File: src/rtl/icache_mshr_sched_pkg.sv
// Shared types and sizing for the icache MSHR scheduler slice.
package icache_mshr_sched_pkg;

  localparam int MSHR_ENTRY_NUM = 8;

  typedef logic [$clog2(MSHR_ENTRY_NUM)-1:0] mshr_idx_t;

  typedef struct packed {
    logic [6:0] set_idx;
    logic [1:0] way;
  } dataram_rd_pld_t;

  typedef struct packed {
    logic [15:0] addr;
    logic [2:0]  src;
  } pc_req_t;

endpackage

File: src/rtl/icache_mshr_sched_if.sv
// Handshake bundle between the MSHR entry array, data RAM and downstream channel.
interface icache_mshr_sched_if
  import icache_mshr_sched_pkg::*;
#(
  parameter int ENTRY_NUM = MSHR_ENTRY_NUM
);
  logic                                   alloc_req;
  logic            [ENTRY_NUM-1:0]        v_alloc_vld;
  logic            [ENTRY_NUM-1:0]        v_entry_en;
  logic                                   alloc_full;
  logic            [ENTRY_NUM-1:0]        v_dataram_rd_vld;
  dataram_rd_pld_t [ENTRY_NUM-1:0]        v_dataram_rd_pld;
  logic            [ENTRY_NUM-1:0]        v_dataram_rd_rdy;
  logic                                   dataram_rd_vld;
  dataram_rd_pld_t                        dataram_rd_pld;
  logic                                   dataram_rd_rdy;
  logic            [ENTRY_NUM-1:0]        v_txreq_vld;
  pc_req_t         [ENTRY_NUM-1:0]        v_txreq_pld;
  logic            [ENTRY_NUM-1:0]        v_txreq_rdy;
  logic                                   txreq_vld;
  pc_req_t                                txreq_pld;
  logic                                   txreq_rdy;

  modport slave (
    input  alloc_req, v_alloc_vld, v_dataram_rd_vld, v_dataram_rd_pld, dataram_rd_rdy,
           v_txreq_vld, v_txreq_pld, txreq_rdy,
    output v_entry_en, alloc_full, v_dataram_rd_rdy, dataram_rd_vld, dataram_rd_pld,
           v_txreq_rdy, txreq_vld, txreq_pld
  );

  modport master (
    output alloc_req, v_alloc_vld, v_dataram_rd_vld, v_dataram_rd_pld, dataram_rd_rdy,
           v_txreq_vld, v_txreq_pld, txreq_rdy,
    input  v_entry_en, alloc_full, v_dataram_rd_rdy, dataram_rd_vld, dataram_rd_pld,
           v_txreq_rdy, txreq_vld, txreq_pld
  );
endinterface

File: src/rtl/icache_mshr_sched_chk.sv
// Invariant checks for the linefill output queue occupancy.
module icache_mshr_sched_chk (
  input logic       clk,
  input logic       rst_n,
  input logic [1:0] cnt
);

  a_cnt_legal: assert property (@(posedge clk) disable iff (!rst_n) (cnt <= 2'd2));

endmodule

File: src/rtl/icache_mshr_sched_rr_arb.sv
// Round-robin arbiter; search starts at an internal pointer that moves past each accepted winner.
module icache_rr_arb #(
  parameter int ENTRY_NUM = 8,
  localparam int IDX_W = $clog2(ENTRY_NUM)
) (
  input  logic                 clk,
  input  logic                 rst_n,
  input  logic [ENTRY_NUM-1:0] req,
  input  logic                 adv,
  output logic [ENTRY_NUM-1:0] grant_oh,
  output logic [IDX_W-1:0]     grant_idx
);

  logic [IDX_W-1:0] ptr_r;
  logic             found_s;
  logic [IDX_W-1:0] idx_s;

  // first requester at or after the pointer, wrapping
  always_comb begin
    logic [IDX_W-1:0] cand;
    found_s = 1'b0;
    idx_s   = '0;
    cand    = '0;
    for (int i = 0; i < ENTRY_NUM; i++) begin
      cand = ptr_r + IDX_W'(i);
      if (!found_s && req[cand]) begin
        found_s = 1'b1;
        idx_s   = cand;
      end else begin
        found_s = found_s;
      end
    end
  end

  assign grant_idx = idx_s;
  assign grant_oh  = found_s ? ({{(ENTRY_NUM-1){1'b0}}, 1'b1} << idx_s) : {ENTRY_NUM{1'b0}};

  // pointer advances one past the winner on an accepted grant
  always_ff @(posedge clk or negedge rst_n) begin
    if (!rst_n) begin
      ptr_r <= '0;
    end else if (adv) begin
      ptr_r <= idx_s + IDX_W'(1);
    end else begin
      ptr_r <= ptr_r;
    end
  end

endmodule

File: src/rtl/icache_mshr_sched.sv
// MSHR shared-resource scheduler: free-entry picker, data-RAM read arbiter and
// linefill arbiter feeding a 2-deep registered downstream queue.
module icache_mshr_sched
  import icache_mshr_sched_pkg::*;
#(
  parameter int ENTRY_NUM = MSHR_ENTRY_NUM,
  parameter int TXQ_DEPTH = 2
) (
  input logic                 clk,
  input logic                 rst_n,
  icache_mshr_sched_if.slave  bus
);

  localparam logic [1:0] TXQ_FULL = 2'(TXQ_DEPTH);

  logic [ENTRY_NUM-1:0] entry_en_s;
  logic                 alloc_found_s;
  logic [ENTRY_NUM-1:0] rd_grant_oh_s;
  mshr_idx_t            rd_grant_idx_s;
  logic [ENTRY_NUM-1:0] tx_grant_oh_s;
  mshr_idx_t            tx_grant_idx_s;
  logic                 rd_hs_s;
  logic                 pop_s;
  logic                 push_en_s;
  logic                 push_s;
  logic [1:0]           wr_pos_s;
  logic [1:0]           cnt_nxt_s;
  pc_req_t              q0_nxt_s;
  pc_req_t              q1_nxt_s;
  logic [1:0]           cnt_r;
  pc_req_t              q0_r;
  pc_req_t              q1_r;

  // lowest-index free entry gets the allocate strobe
  always_comb begin
    entry_en_s    = '0;
    alloc_found_s = 1'b0;
    for (int i = 0; i < ENTRY_NUM; i++) begin
      if (!alloc_found_s && bus.v_alloc_vld[i]) begin
        alloc_found_s = 1'b1;
        entry_en_s[i] = bus.alloc_req;
      end else begin
        alloc_found_s = alloc_found_s;
      end
    end
  end

  assign bus.alloc_full = ~|bus.v_alloc_vld;
  assign bus.v_entry_en = entry_en_s;

  assign rd_hs_s = bus.dataram_rd_vld & bus.dataram_rd_rdy;

  icache_rr_arb #(.ENTRY_NUM(ENTRY_NUM)) u_rd_arb (
    .clk       (clk),
    .rst_n     (rst_n),
    .req       (bus.v_dataram_rd_vld),
    .adv       (rd_hs_s),
    .grant_oh  (rd_grant_oh_s),
    .grant_idx (rd_grant_idx_s)
  );

  assign bus.dataram_rd_vld   = |bus.v_dataram_rd_vld;
  assign bus.dataram_rd_pld   = bus.v_dataram_rd_pld[rd_grant_idx_s];
  assign bus.v_dataram_rd_rdy = rd_grant_oh_s & {ENTRY_NUM{bus.dataram_rd_rdy}};

  icache_rr_arb #(.ENTRY_NUM(ENTRY_NUM)) u_tx_arb (
    .clk       (clk),
    .rst_n     (rst_n),
    .req       (bus.v_txreq_vld),
    .adv       (push_s),
    .grant_oh  (tx_grant_oh_s),
    .grant_idx (tx_grant_idx_s)
  );

  // queue next state; a full queue accepts only when the head leaves this cycle
  always_comb begin
    pop_s     = (cnt_r != 2'd0) & bus.txreq_rdy;
    push_en_s = (cnt_r < TXQ_FULL) | pop_s;
    push_s    = (|tx_grant_oh_s) & push_en_s;
    cnt_nxt_s = cnt_r + {1'b0, push_s} - {1'b0, pop_s};
    wr_pos_s  = cnt_r - {1'b0, pop_s};
    q0_nxt_s  = pop_s ? q1_r : q0_r;
    q1_nxt_s  = q1_r;
    if (push_s && (wr_pos_s == 2'd0)) begin
      q0_nxt_s = bus.v_txreq_pld[tx_grant_idx_s];
    end else if (push_s) begin
      q1_nxt_s = bus.v_txreq_pld[tx_grant_idx_s];
    end else begin
      q1_nxt_s = q1_nxt_s;
    end
  end

  assign bus.v_txreq_rdy = tx_grant_oh_s & {ENTRY_NUM{push_en_s}};

  // queue storage and occupancy
  always_ff @(posedge clk or negedge rst_n) begin
    if (!rst_n) begin
      cnt_r <= 2'd0;
      q0_r  <= '0;
      q1_r  <= '0;
    end else begin
      cnt_r <= cnt_nxt_s;
      q0_r  <= q0_nxt_s;
      q1_r  <= q1_nxt_s;
    end
  end

  assign bus.txreq_vld = (cnt_r != 2'd0);
  assign bus.txreq_pld = q0_r;

  icache_mshr_sched_chk u_chk (
    .clk   (clk),
    .rst_n (rst_n),
    .cnt   (cnt_r)
  );

endmodule

File: src/flat_wrapper.sv
// flat-port wrapper written by rule: the top's interface ports become plain ports
module icache_mshr_sched_flat import icache_mshr_sched_pkg::*;
#(
  parameter int ENTRY_NUM = MSHR_ENTRY_NUM,
  parameter int TXQ_DEPTH = 2
)
  (clk, rst_n, bus_alloc_req, bus_v_alloc_vld, bus_v_dataram_rd_vld, bus_v_dataram_rd_pld, bus_dataram_rd_rdy, bus_v_txreq_vld, bus_v_txreq_pld, bus_txreq_rdy, bus_v_entry_en, bus_alloc_full, bus_v_dataram_rd_rdy, bus_dataram_rd_vld, bus_dataram_rd_pld, bus_v_txreq_rdy, bus_txreq_vld, bus_txreq_pld);
  icache_mshr_sched_if #(.ENTRY_NUM(ENTRY_NUM)) bus_i ();
  input logic clk;
  input logic rst_n;
  input wire logic [$bits(bus_i.alloc_req)-1:0] bus_alloc_req;
  input wire logic [$bits(bus_i.v_alloc_vld)-1:0] bus_v_alloc_vld;
  input wire logic [$bits(bus_i.v_dataram_rd_vld)-1:0] bus_v_dataram_rd_vld;
  input wire logic [$bits(bus_i.v_dataram_rd_pld)-1:0] bus_v_dataram_rd_pld;
  input wire logic [$bits(bus_i.dataram_rd_rdy)-1:0] bus_dataram_rd_rdy;
  input wire logic [$bits(bus_i.v_txreq_vld)-1:0] bus_v_txreq_vld;
  input wire logic [$bits(bus_i.v_txreq_pld)-1:0] bus_v_txreq_pld;
  input wire logic [$bits(bus_i.txreq_rdy)-1:0] bus_txreq_rdy;
  output wire logic [$bits(bus_i.v_entry_en)-1:0] bus_v_entry_en;
  output wire logic [$bits(bus_i.alloc_full)-1:0] bus_alloc_full;
  output wire logic [$bits(bus_i.v_dataram_rd_rdy)-1:0] bus_v_dataram_rd_rdy;
  output wire logic [$bits(bus_i.dataram_rd_vld)-1:0] bus_dataram_rd_vld;
  output wire logic [$bits(bus_i.dataram_rd_pld)-1:0] bus_dataram_rd_pld;
  output wire logic [$bits(bus_i.v_txreq_rdy)-1:0] bus_v_txreq_rdy;
  output wire logic [$bits(bus_i.txreq_vld)-1:0] bus_txreq_vld;
  output wire logic [$bits(bus_i.txreq_pld)-1:0] bus_txreq_pld;
  assign bus_i.alloc_req = bus_alloc_req;
  assign bus_i.v_alloc_vld = bus_v_alloc_vld;
  assign bus_i.v_dataram_rd_vld = bus_v_dataram_rd_vld;
  assign bus_i.v_dataram_rd_pld = bus_v_dataram_rd_pld;
  assign bus_i.dataram_rd_rdy = bus_dataram_rd_rdy;
  assign bus_i.v_txreq_vld = bus_v_txreq_vld;
  assign bus_i.v_txreq_pld = bus_v_txreq_pld;
  assign bus_i.txreq_rdy = bus_txreq_rdy;
  assign bus_v_entry_en = bus_i.v_entry_en;
  assign bus_alloc_full = bus_i.alloc_full;
  assign bus_v_dataram_rd_rdy = bus_i.v_dataram_rd_rdy;
  assign bus_dataram_rd_vld = bus_i.dataram_rd_vld;
  assign bus_dataram_rd_pld = bus_i.dataram_rd_pld;
  assign bus_v_txreq_rdy = bus_i.v_txreq_rdy;
  assign bus_txreq_vld = bus_i.txreq_vld;
  assign bus_txreq_pld = bus_i.txreq_pld;
  icache_mshr_sched #(.ENTRY_NUM(ENTRY_NUM), .TXQ_DEPTH(TXQ_DEPTH)) u_core (.clk(clk), .rst_n(rst_n), .bus(bus_i));
endmodule
File: config.mk
export PLATFORM = sky130hd
export DESIGN_NAME = icache_mshr_sched_flat
export DESIGN_NICKNAME = d
export VERILOG_FILES = /design/src/rtl/icache_mshr_sched_pkg.sv /design/src/rtl/icache_mshr_sched_if.sv /design/src/rtl/icache_mshr_sched_chk.sv /design/src/rtl/icache_mshr_sched_rr_arb.sv /design/src/rtl/icache_mshr_sched.sv /design/src/flat_wrapper.sv
export SDC_FILE = /design/constraint.sdc
export NUM_CORES = 1
export LEC_CHECK = 0
export BUFFER_PORTS_ARGS = -buffer_cell sky130_fd_sc_hd__buf_2
export CAP_MARGIN = 20
export CORE_MARGIN = 8
export CORE_UTILIZATION = 30
export DETAILED_ROUTE_END_ITERATION = 10
export SYNTH_ARGS = -nofsm -noshare
export SYNTH_HDL_FRONTEND = slang
export SYNTH_SLANG_ARGS = --single-unit
export TNS_END_PERCENT = 20
File: constraint.sdc
create_clock -name clk -period 4.2 [get_ports clk]
set_clock_uncertainty 0.05 [all_clocks]
set_input_delay 0.42 -clock clk [delete_from_list [all_inputs] [get_ports clk]]
set_output_delay 0.42 -clock clk [all_outputs]
set_load 0.02 [all_outputs]
## Yosys cells after proc, flatten, opt, wreduce, memory -nomap -nowiden

Cells that the tools add are included.

- RAM bits: 0
- Bits in registers: 46
- Input port bits: 253
- ROM bits: 0
- Memories kept: 0
- Bits in latches: 0
- Word-level logic and storage cells: 192

- Reduce and logical (&&, ||, !) cells: 51
- Mux-type cells: 87
- Shift-type cells: 2
- Bitwise gates (word level): 7
- $mul: 0
- $lt $le $gt $ge: 19
- Equality and inequality tests: 0
- Divide/modulo/power cells: 0
- $add $sub $neg: 19

Operators by type and width:

| kind | number |
|---|---|
| $lt 3x4->1 const B | 18 |
| $bmux 19 s3 | 1 |
| $mux 19 | 3 |
| $bmux 1 s3 | 16 |
| $mux 3 | 16 |
| $mux 1 | 47 |
| $bmux 9 s3 | 1 |
| $add 3x3->3 const B | 8 |
| $reduce_or 8->1 | 3 |
| $logic_and 1x1->1 | 22 |
| $logic_not 1->1 | 22 |
| $and 8x8->8 | 2 |
| $mux 8 | 2 |
| $shl 1x3->8 const A | 2 |
| $add 3x1->3 const B | 4 |
| $add 3x2->3 const B | 4 |
| $mux 9 | 1 |
| $reduce_bool 2->1 | 2 |
| $sub 2x1->2 | 2 |
| $and 1x1->1 | 3 |
| $add 2x1->2 | 1 |
| $logic_not 2->1 | 1 |
| $lt 2x2->1 const B | 1 |
| $reduce_and 2->1 | 1 |
| 2 further kinds | 2 |

## Longest topological paths before layout

- Word-level depth: 31
- Depth in mapped cells: 17

## Modules after synthesis

Synthesis repeated with hierarchy kept, for this count alone.

- Cell total of the unflattened synthesis: 517
- Area total of the unflattened synthesis: 5987.0 sq um

Modules (own cells, without submodules):

| module | times used | area each (sq um) | cells an instance |
|---|---|---|---|
| icache_mshr_sched | 1 | 3659.8 | 273 |
| icache_rr_arb at u_core.u_tx_arb | 1 | 1196.1 | 125 |
| icache_rr_arb at u_core.u_rd_arb | 1 | 1131.1 | 119 |

## Worst setup path after synthesis

No wires, ideal clock.

- Path kind: reg2out
- From: register u_core.u_tx_arb.ptr_r[1]
- To: output port bus_v_txreq_rdy[3]
- Data arrival time: 3.747 ns
- Slack: -0.017 ns
- Path buffers: 5
- Cell stages (with the launch flop): 14
- Cells stage by stage: dfrtp_1 buf_6 buf_2 inv_1 ha_1 buf_2 mux4_2 mux2i_1 nand3b_1 nor3b_2 nor2_8 buf_6 buf_4 nor4_1

- Cells in the longest elaborated chain, start to end: 27
- Elaborated cells between the ends (all ways): 56
- Those cells by class: add/sub: 7; shift: 1; mux: 33; bitwise: 1; reduce/logical: 14

Ends and longest elaborated chain:

| item | RTL line | text |
|---|---|---|
| start, declared | icache_mshr_sched_rr_arb.sv:14 | `logic [IDX_W-1:0] ptr_r;` |
| start signal, assigned | icache_mshr_sched_rr_arb.sv:43 | `ptr_r <= idx_s + IDX_W'(1);` |
| start signal, assigned | icache_mshr_sched_rr_arb.sv:45 | `ptr_r <= ptr_r;` |
| branches (longest 25 deep; another with $add 3x1->3) | -- |  |
| $mux 8 * | icache_mshr_sched_rr_arb.sv:36 | `assign grant_oh = found_s ? ({{(ENTRY_NUM-1){1'b0}}, 1'b1} << idx_s) : {ENTRY_NUM{1'b0}};` |
| $and 8x8->8 * | icache_mshr_sched.sv:93 | `assign bus.v_txreq_rdy = tx_grant_oh_s & {ENTRY_NUM{push_en_s}};` |
| end, declared | flat_wrapper.sv:24 | `output wire logic [$bits(bus_i.v_txreq_rdy)-1:0] bus_v_txreq_rdy;` |

Mark *: on every way between the ends. The select of a mux whose other input is x is not followed.

## Worst setup path after layout

- From: register u_core.u_rd_arb.ptr_r[1]
- To: output port bus_dataram_rd_pld[1]

- Cells in the longest elaborated chain, start to end: 26
- Elaborated cells between the ends (all ways): 54
- Those cells by class: add/sub: 7; mux: 33; reduce/logical: 14

Ends and longest elaborated chain:

| item | RTL line | text |
|---|---|---|
| start, declared | icache_mshr_sched_rr_arb.sv:14 |  |
| start signal, assigned | icache_mshr_sched_rr_arb.sv:43 |  |
| start signal, assigned | icache_mshr_sched_rr_arb.sv:45 |  |
| branches (longest 23 deep; another with $add 3x1->3) | -- |  |
| $mux 3 * | icache_mshr_sched_rr_arb.sv:26 | `if (!found_s && req[cand]) begin` |
| $bmux 9 s3 * | icache_mshr_sched.sv:63 | `assign bus.dataram_rd_pld = bus.v_dataram_rd_pld[rd_grant_idx_s];` |
| $mux 9 (not written as such) * | icache_mshr_sched.sv:63 |  |
| end, declared | flat_wrapper.sv:23 | `output wire logic [$bits(bus_i.dataram_rd_pld)-1:0] bus_dataram_rd_pld;` |

Marks and branches as above.

==> reports/metrics.cfg <==
[yosys]
synthTopCellsByCount = 158 x sky130_fd_sc_hd__mux2i_1, 46 x sky130_fd_sc_hd__dfrtp_1, 39 x sky130_fd_sc_hd__nand2_1
synth_area_leaders = sky130_fd_sc_hd__mux2i_1 25%, sky130_fd_sc_hd__dfrtp_1 18%, sky130_fd_sc_hd__mux4_2 9.1%, sky130_fd_sc_hd__a211oi_2 3.9%, sky130_fd_sc_hd__o221a_1 3.3%
syn_nets = 911
synth_warnings = 0
netlist_instances = 650
ys.flop_type = sky130_fd_sc_hd__dfrtp_1
synth.lib_cells_used.distinct = 71
yosysMostFrequentCell = sky130_fd_sc_hd__mux2i_1
synth_area_um2 = 6447
synth-seq-cells = 46
seq_area_frac_synth = 0.1785
portion_of_synthesized_cell_area_occupied_by_the_leading_cell_type = 0.2453
synth_top_cell_by_area = sky130_fd_sc_hd__mux2i_1
synthArstFlopShare = 1.000
synth-edff-count = 0
synthesis.area_per_instance_um2 = 9.919

[placed_design]
place_ws_ns = 0.2115
dp_hpwl_um = 19550
port-buffer-count = 307
dp.cells = 1210
globalplace.congestion = 0.9165

[grt]
grt_pass1_wl_um = 36790
grt_pass1_vias = 6653
gr-total-overflow = 0
grt_antenna_before_repair = 1
grt_start_max_net_pins = 47
grt_use_total = 0.1724

[timing]
fin_crit_sh = 0.9693
clock.fmax_ghz = 0.2456
timing.slew.headroom = 0.5324
hold_viol_final = 0
totalNegativeSetupSlack_ns = 0
setup-violations-final = 0
hold_ws_ns = 0.1773
worst_slew_pin_slew_ns = 0.6961
final.min_clock_period_ns = 4.071
post-route-worst-setup-slack_ns = 0.1289
maxSlewViolCount = 0

[setup_path]
worstSetupStartpointType = register
cp_max_fo = 12
timing.critical_path.arrival_ns = 3.60
endpoint_kind = output pin
crit_type = register to output pin
required_ns = 3.73

[floorplan]
core_area_um2 = 21090
std_cell_rows = 53
die_h_um = 162.6
chipWidth_um = 162.6
i_o_pins = 308
initial_utilization = 0.3057
die_area_um2 = 26440

[clocking]
cell_chosen_for_the_clock_root = sky130_fd_sc_hd__clkbuf_16
clock_sink_count = 46
worst_skew_pair.late_latency_ns = 0.28
clock_slew_at_the_register_clock_pins_of_the_worst_setup_and_hold_paths_ns = 0.07
clock_tree_from_tritoncts = done
cts.path.max_buffers = 2
cts_inserted_buffers = 5
cts_htree_levels = 2

[min_path]
min_path_type = input port to asynchronous set/reset pin

[flow_run]
maxCapViolCount = 0

[route]
vias = 6611
ant_nets = 0
firstDrtPassIters = 5
wire_per_inst_um = 20.02
viasPerCell = 5.379
drc = 0
totalWireLength_um = 24610
drt_iter0_drc = 493

[run_status]
status = completed

[finish]
fraction_of_layout_instances_using_a_drive_strength_above_1 = 0.4701
number_of_cells_in_the_finished_layout_apart_from_fillers = 1229
layout.nets = 1213
areaGrowthSynthToFinish_pct = 32.76

cells by family after synthesis:
family | Yosys count | synth area share
muxes | 204 | 0.3745
AOI/OAI and AO/OA | 166 | 0.2170
and+or+nand+nor | 134 | 0.1174
buffers and inverters | 80 | 0.07665
DFF | 46 | 0.1785
xor gates and xnor gates | 12 | 0.02038
adders and majority gates | 8 | 0.01553
path summary, 6_finish.rpt:
kind	start	endpoint	slack, ns	depth (start not counted)
setup / recovery	u_core.u_rd_arb.ptr_r[1]$_DFFE_PN0P_	bus_dataram_rd_pld[1]	0.13	13
hold reg to reg	u_core.q1_r[0]$_DFFE_PN0P_	u_core.q1_r[0]$_DFFE_PN0P_	0.47	1
max in group asynchronous	rst_n	u_core.u_tx_arb.ptr_r[2]$_DFFE_PN0P_	3.47	2
hold / removal	rst_n	u_core.bus.txreq_pld[12]$_DFFE_PN0P_	0.18	2
min in group clk	u_core.q1_r[0]$_DFFE_PN0P_	u_core.q1_r[0]$_DFFE_PN0P_	0.47	1
setup reg to reg	u_core.u_tx_arb.ptr_r[0]$_DFFE_PN0P_	u_core.q1_r[14]$_DFFE_PN0P_	0.42	12
layout by cell type (no fill, tap or decap), drive strengths merged, types with 6 or more instances in the layout:
master and instances:
a211oi 43, inv 18, a221o 19, clkbuf 6, mux4 26, nor2 17, nand2 40, dfrtp 46
o221a 19, ha 8, nand2b 15, and3 8, mux2 18, xnor2 8, mux2i 160, a21boi 20
nor3 10, buf 357, o21ai 13, a21oi 29, nand3 7
critical path, cell delays in order, from the launching register on:
cell and delay [ns]:
sky130_fd_sc_hd__dfrtp_1 0.34, sky130_fd_sc_hd__inv_1 0.07, sky130_fd_sc_hd__ha_4 0.29, sky130_fd_sc_hd__mux4_2 0.54
sky130_fd_sc_hd__buf_4 0.17, sky130_fd_sc_hd__mux2_2 0.29, sky130_fd_sc_hd__nor4_1 0.28, sky130_fd_sc_hd__o21ai_0 0.12
sky130_fd_sc_hd__o311a_1 0.13, sky130_fd_sc_hd__o21bai_1 0.17, sky130_fd_sc_hd__a21oi_2 0.26, sky130_fd_sc_hd__inv_4 0.14
sky130_fd_sc_hd__mux2_1 0.33, sky130_fd_sc_hd__buf_2 0.17
layout make-up:
type / count / area (um2)
sequential: 46 / 1152
multi-input combinational: 524 / 4878
timing repair buffer: 357 / 1969
tap: 275 / 344.1
fill: 2110 / 12530
antenna: 1 / 2.502
clock inverter: 2 / 13.76
inverter: 18 / 70.07
clock buffer: 6 / 128.9
per-layer routing:
| metal | part of all wire | GRT usage | vias to the layer above |
|---|---|---|---|
| met3 | 0.086 | 0.03842 | 24 |
| li1 | - | - | 3161 |
| met4 | 0.011 | 0.03169 | 0 |
| met2 | 0.50 | 0.3057 | 300 |
| met5 | 0 | 0 | - |
| met1 | 0.41 | 0.2112 | 3126 |
timing repair:
item / 4_1_cts / 5_1_grt
buffers inserted: 6 / 4
hold buffers: 0 / 0
gates resized for setup: 2 / 11
pin swaps: 2 / 4
setup endpoints to repair: 9 / 22
registers in the layout (all words and copies together) (netlist names):
name	count
u_core.u_rd_arb.ptr_r	3
u_core.cnt_r	2
u_core.u_tx_arb.ptr_r	3
u_core.q1_r	19
u_core.bus.txreq_pld	19
metrics by stage:
stage	util	cell area (um2)
final	0.4059	8559
after detailed placement	0.3924	8275
after floorplan	-	6454
after CTS	0.4017	8471
after global routing	0.4059	8559
after global placement	0.3924	8275
Power is not shown: default switching activity piles up to over one toggle a cycle in this logic, so the estimate is an artifact.
